`config.mk`:
```
export PLATFORM = sky130hd
export DESIGN_NAME = arbitro_compuertas
export DESIGN_NICKNAME = d
export VERILOG_FILES = /design/src/rtl/arbitro_compuertas.sv
export SDC_FILE = /design/constraint.sdc
export NUM_CORES = 1
export LEC_CHECK = 0
export CORE_ASPECT_RATIO = 1.2
export CORE_UTILIZATION = 40
export DETAILED_ROUTE_END_ITERATION = 10
export GPL_TIMING_DRIVEN = 0
export PLACE_DENSITY_LB_ADDON = 0.15
export SLEW_MARGIN = 20
export SYNTH_ARGS = -nofsm -noshare
export SYNTH_HDL_FRONTEND = slang
export SYNTH_SLANG_ARGS = --single-unit
```
`constraint.sdc`:
```
create_clock -name reloj -period 1.5 [get_ports reloj]
set_clock_uncertainty 0.05 [all_clocks]
set_input_delay 0.15 -clock reloj [delete_from_list [all_inputs] [get_ports reloj]]
set_output_delay 0.15 -clock reloj [all_outputs]
set_load 0.01 [all_outputs]
```
`src/rtl/arbitro_compuertas.sv`:
```
// Two-requester arbiter feeding a registered 8-operation bitwise gate unit.
// Define ARBITRO_PRIORIDAD_FIJA_EN for fixed priority (requester 0 wins ties); default is round-robin.
module arbitro_compuertas #(
  parameter int ANCHO = 4
) (
  input  logic             reloj,
  input  logic             reinicio,
  input  logic             sol0_valido,
  output logic             sol0_listo,
  input  logic [2:0]       sol0_op,
  input  logic [ANCHO-1:0] sol0_a,
  input  logic [ANCHO-1:0] sol0_b,
  input  logic             sol1_valido,
  output logic             sol1_listo,
  input  logic [2:0]       sol1_op,
  input  logic [ANCHO-1:0] sol1_a,
  input  logic [ANCHO-1:0] sol1_b,
  output logic             res_valido,
  input  logic             res_listo,
  output logic [ANCHO-1:0] res_dato,
  output logic             res_origen,
  output logic             ocupado,
  output logic [1:0]       estado
);

  // Handshakes: a transfer happens on a rising edge where valido & listo are both 1.
  // Requester side: listo is combinational, only in LIBRE. Result side: res_valido is held until res_listo.
  typedef enum logic [1:0] {
    LIBRE   = 2'd0,
    CALCULO = 2'd1,
    ENTREGA = 2'd2
  } estado_t;

  estado_t          estado_q;
  logic [2:0]       lat_op;
  logic [ANCHO-1:0] lat_a;
  logic [ANCHO-1:0] lat_b;
  logic             lat_idx;
  logic             gana1;
  logic             gana0;
  logic             libre;

`ifdef ARBITRO_PRIORIDAD_FIJA_EN
  assign gana1 = sol1_valido & ~sol0_valido;
`else
  // Pointer holds the last requester served; the other one wins a tie.
  logic puntero;
  assign gana1 = sol1_valido & (~sol0_valido | ~puntero);
`endif
  assign gana0 = sol0_valido & ~gana1;

  // Grants are withheld while reset is asserted so nothing appears accepted.
  assign libre      = (estado_q == LIBRE) & ~reinicio;
  assign sol0_listo = libre & gana0;
  assign sol1_listo = libre & gana1;
  assign ocupado    = (estado_q != LIBRE);
  assign estado     = estado_q;

  function automatic logic [ANCHO-1:0] calcular(input logic [2:0] op,
                                                input logic [ANCHO-1:0] a,
                                                input logic [ANCHO-1:0] b);
    logic [ANCHO-1:0] r;
    case (op)
      3'd0:    r = a & b;
      3'd1:    r = a | b;
      3'd2:    r = a ^ b;
      3'd3:    r = ~a;
      3'd4:    r = ~(a & b);
      3'd5:    r = b;
      3'd6:    r = ~(a | b);
      default: r = ~(a ^ b);
    endcase
    return r;
  endfunction

  always_ff @(posedge reloj or posedge reinicio) begin
    if (reinicio) begin
      estado_q   <= LIBRE;
      res_valido <= 1'b0;
      res_dato   <= '0;
      res_origen <= 1'b0;
      lat_op     <= 3'd0;
      lat_a      <= '0;
      lat_b      <= '0;
      lat_idx    <= 1'b0;
`ifndef ARBITRO_PRIORIDAD_FIJA_EN
      puntero    <= 1'b1;
`endif
    end else begin
      case (estado_q)
        LIBRE: begin
          if (sol0_listo | sol1_listo) begin
            lat_op   <= sol1_listo ? sol1_op : sol0_op;
            lat_a    <= sol1_listo ? sol1_a  : sol0_a;
            lat_b    <= sol1_listo ? sol1_b  : sol0_b;
            lat_idx  <= sol1_listo;
            estado_q <= CALCULO;
          end
        end
        CALCULO: begin
          res_dato   <= calcular(lat_op, lat_a, lat_b);
          res_origen <= lat_idx;
          res_valido <= 1'b1;
          estado_q   <= ENTREGA;
        end
        ENTREGA: begin
          if (res_listo) begin
            res_valido <= 1'b0;
`ifndef ARBITRO_PRIORIDAD_FIJA_EN
            puntero    <= res_origen;
`endif
            estado_q   <= LIBRE;
          end
        end
        default: estado_q <= LIBRE;
      endcase
    end
  end

endmodule

```
==> qor.csv <==
stage,metric,value,unit
run_status,status,"finished, violations left",
run_status,failing checks,setup timing,
timing,endpoints failing hold,0,
logic_synthesis,Post-Syn Nets,180,
logic_synthesis,synthesized area per cell,9.43,sq um
finish,Final Net Count,248,
logic_synthesis,cell taking the most area after synthesis,dfrtp_1,
finish,Fill cells,254,
routing,DR WL/cell,15.2,um
timing,RSZ-0062 raised after global routing,true,
setup_path,Worst setup SP type,flip-flop,
setup_path,crit path DAT,1.51,ns
setup_path,"Req. time, crit path",1.30,ns
timing,setup ws final,-0.206,ns
timing,Final Cycle Share,1.14,
grt,met3 GRT Util,0.0215,
grt,first-pass GRT wire length,5870,um
power,Worst VDD drop,1050,uV
clock_network,Max Root-Sink Buffers,2,
routing,drc violations,0,
timing,Slew headroom,0.450,
floorplanning,FP Rows,22,
logic_synthesis,Mapped Cells,145,
clock_network,CTS tree,built,
floorplanning,die area,3660,sq um
timing,Achievable Freq,586,MHz
grt,number of global-route vias before repair,1307,
clock_network,clock-pin transition on the worst setup and hold timing paths,0.14,ns
clock_network,maximum level of the CTS H-tree,1,
placement,GP Congestion,0.827,
setup_path,R2R setup slack,-0.14,ns
logic_synthesis,synth cell count leaders,"dfrtp_1 (20), a21oi_1 (19), mux2i_1 (14)",
logic_synthesis,Yosys reg bits,21,
logic_synthesis,Area contributors post-synth,"dfrtp_1 (37%), mux2i_1 (10%), ha_1 (7.3%)",
power,Final Power,3.67,mW
setup_path,worst setup path class,reg2out,
finish,Antenna Diode Count,0,
finish,fraction of layout cells with a size suffix above 1,0.311,
logic_synthesis,Post-synth ARST share,1.00,
timing,final setup violation count,17,
logic_synthesis,Post-synth EDFFs,0,
finish,Area Growth Syn to Fin,56.5,%
clock_network,Clock Sinks,21,
grt,GRT Resource Usage Total,0.206,
floorplanning,die width,55.4,um
grt,grt ovf,0,
routing,Avg Vias per Cell,5.21,
job,maxcap violations,0,
finish,fin util,0.676,
placement,Port Buffers,37,
floorplanning,Starting Density,0.432,
timing,final setup TNS,-1.69,ns
logic_synthesis,sequential area share after synthesis,0.385,
floorplanning,Placeable Area,3170,sq um
logic_synthesis,post-synthesis cell area,1370,sq um
grt,initial antenna violation count,0,
logic_synthesis,Synth cell types,33,
power,static leakage,1.04,nW
floorplanning,Die Y,66.1,um
clock_network,latest clock arrival within the worst-skew pair,0.34,ns
clock_network,clock buffer count from CTS,3,
clock_network,hold buffers post-CTS,0,
clock_network,clk root buf,clkbuf_4,
timing,"Slew Viols, Final",0,
logic_synthesis,dominant synthesized flop cell,dfrtp_1,
routing,WL final,3780,um
timing,measured slew at the worst slew-check pin,0.825,ns
power,power per cell area,1720,nW/um^2
logic_synthesis,area share of the largest cell type after synthesis,0.366,
grt,most used routing layer,met2,
routing,Detailed Routing Iterations Pass 1,4,
routing,Via Count,1291,
hold_path,Min-Delay Path Class,in2async,
setup_path,crit path capture type,output pin,
grt,met1 Usage GRT,0.234,
logic_synthesis,Synth Warn #,0,
grt,met2 Usage GRT,0.393,
timing,min Tclk post-route,1.71,ns
logic_synthesis,top-count cell post-synth,dfrtp_1,
routing,Antenna Nets Post-Route,0,
routing,DR iter-0 viols,37,
placement,Detailed Place HPWL,2330,um
setup_path,CP max FO,3,
grt,largest net degree at the start of global routing,22,
floorplanning,Top-Level Pins,38,
==> power breakdown <==
| part | switching (mW) | internal [mW] | leakage (nW) |
|---|---|---|---|
| Clock | 0.208 | 0.100 | 0.0177 |
| Sequential | 0.169 | 0.814 | 0.241 |
| Combinational | 1.06 | 1.32 | 0.777 |
| Total | 1.44 | 2.23 | 1.04 |
==> metrics by stage <==
step                setup WS [ns]  instances  hold slack, ns  cell area, sq um
global placement           -0.428        218           0.435              1780
finish                     -0.206        248           0.307              2140
global route               -0.263        248           0.393              2140
detailed placement         -0.439        218           0.446              1780
CTS                        -0.145        240           0.367              1990
floorplan                  0.0440        145          0.0758              1370
==> kinds of logic after synthesis <==
family	count (synthesis)	share of synthesized area
simple gates	39	0.160
fa+ha+maj	8	0.0732
compound gates	37	0.173
xor+xnor	4	0.0256
mux	15	0.111
buf+inv	21	0.0723
flops	21	0.385
==> per-layer routing <==
| layer | up-vias | share of wire |
|---|---|---|
| met3 | 7 | 0.026 |
| met5 | - | 0 |
| met1 | 631 | 0.42 |
| met4 | 0 | 0.019 |
| met2 | 25 | 0.54 |
| li1 | 628 | - |
==> flip-flops by register name, indices dropped and copies added, names as in the netlist <==
name and flops:
estado 2, lat_a 4, lat_b 4, lat_idx 1, lat_op 3, puntero 1
res_dato 4, res_origen 1, res_valido 1
==> cell type report <==
type                            count  area, sq um  area share
Timing Repair Buffer               63          587       0.274
Clock inverter                      1         5.00     0.00234
Multi-Input combinational cell    103          830       0.387
Sequential cell                    21          528       0.247
Tap cell                           36         45.0      0.0210
Clock buffer                        3         22.5      0.0105
Buffer                              8         70.1      0.0327
Inverter                           13         53.8      0.0251
==> worst paths after layout <==
kind                                  start           to  depth (start not counted)
worst max-delay path              estado[0]   sol1_listo                          6
worst min-delay path               reinicio    estado[0]                          2
worst max register to register    estado[0]     lat_a[0]                          7
worst min register to register  res_dato[3]  res_dato[3]                          1
max in group asynchronous          reinicio    estado[1]                          2
min in group reloj                res_listo    estado[1]                          2
==> timing repair <==
action,in CTS,in global routing
endpoints found under the setup margin,10,19
resized for setup,26,23
pin swaps,10,13
gates cloned,0,1
endpoints found under the hold margin,0,0
setup buffers,18,7
==> cell usage in the layout, fill, tap and decap left out, types with 2 or more instances in the layout <==
cell,instances
clkdlybuf4s50_1,32
buf_4,22
mux2i_1,14
dlygate4sd2_1,2
inv_1,6
buf_2,3
xnor2_2,2
buf_6,6
nor2b_1,7
ha_4,4
o21ai_0,5
a21oi_1,19
a32o_1,2
nand2_1,8
nand2b_1,4
a22o_1,4
clkbuf_4,4
ha_2,2
nor2_1,12
dfrtp_1,19
inv_2,6
ha_1,2
buf_8,2
and3_1,2
==> critical path, cell delays in order, from the launching register on <==
cell      delay (ns)
dfrtp_1         0.44
nor3_4          0.24
buf_6           0.14
nand3_4         0.09
buf_8           0.15
clkinv_4        0.03
buf_6           0.08
(Power assumes the default switching activity.)
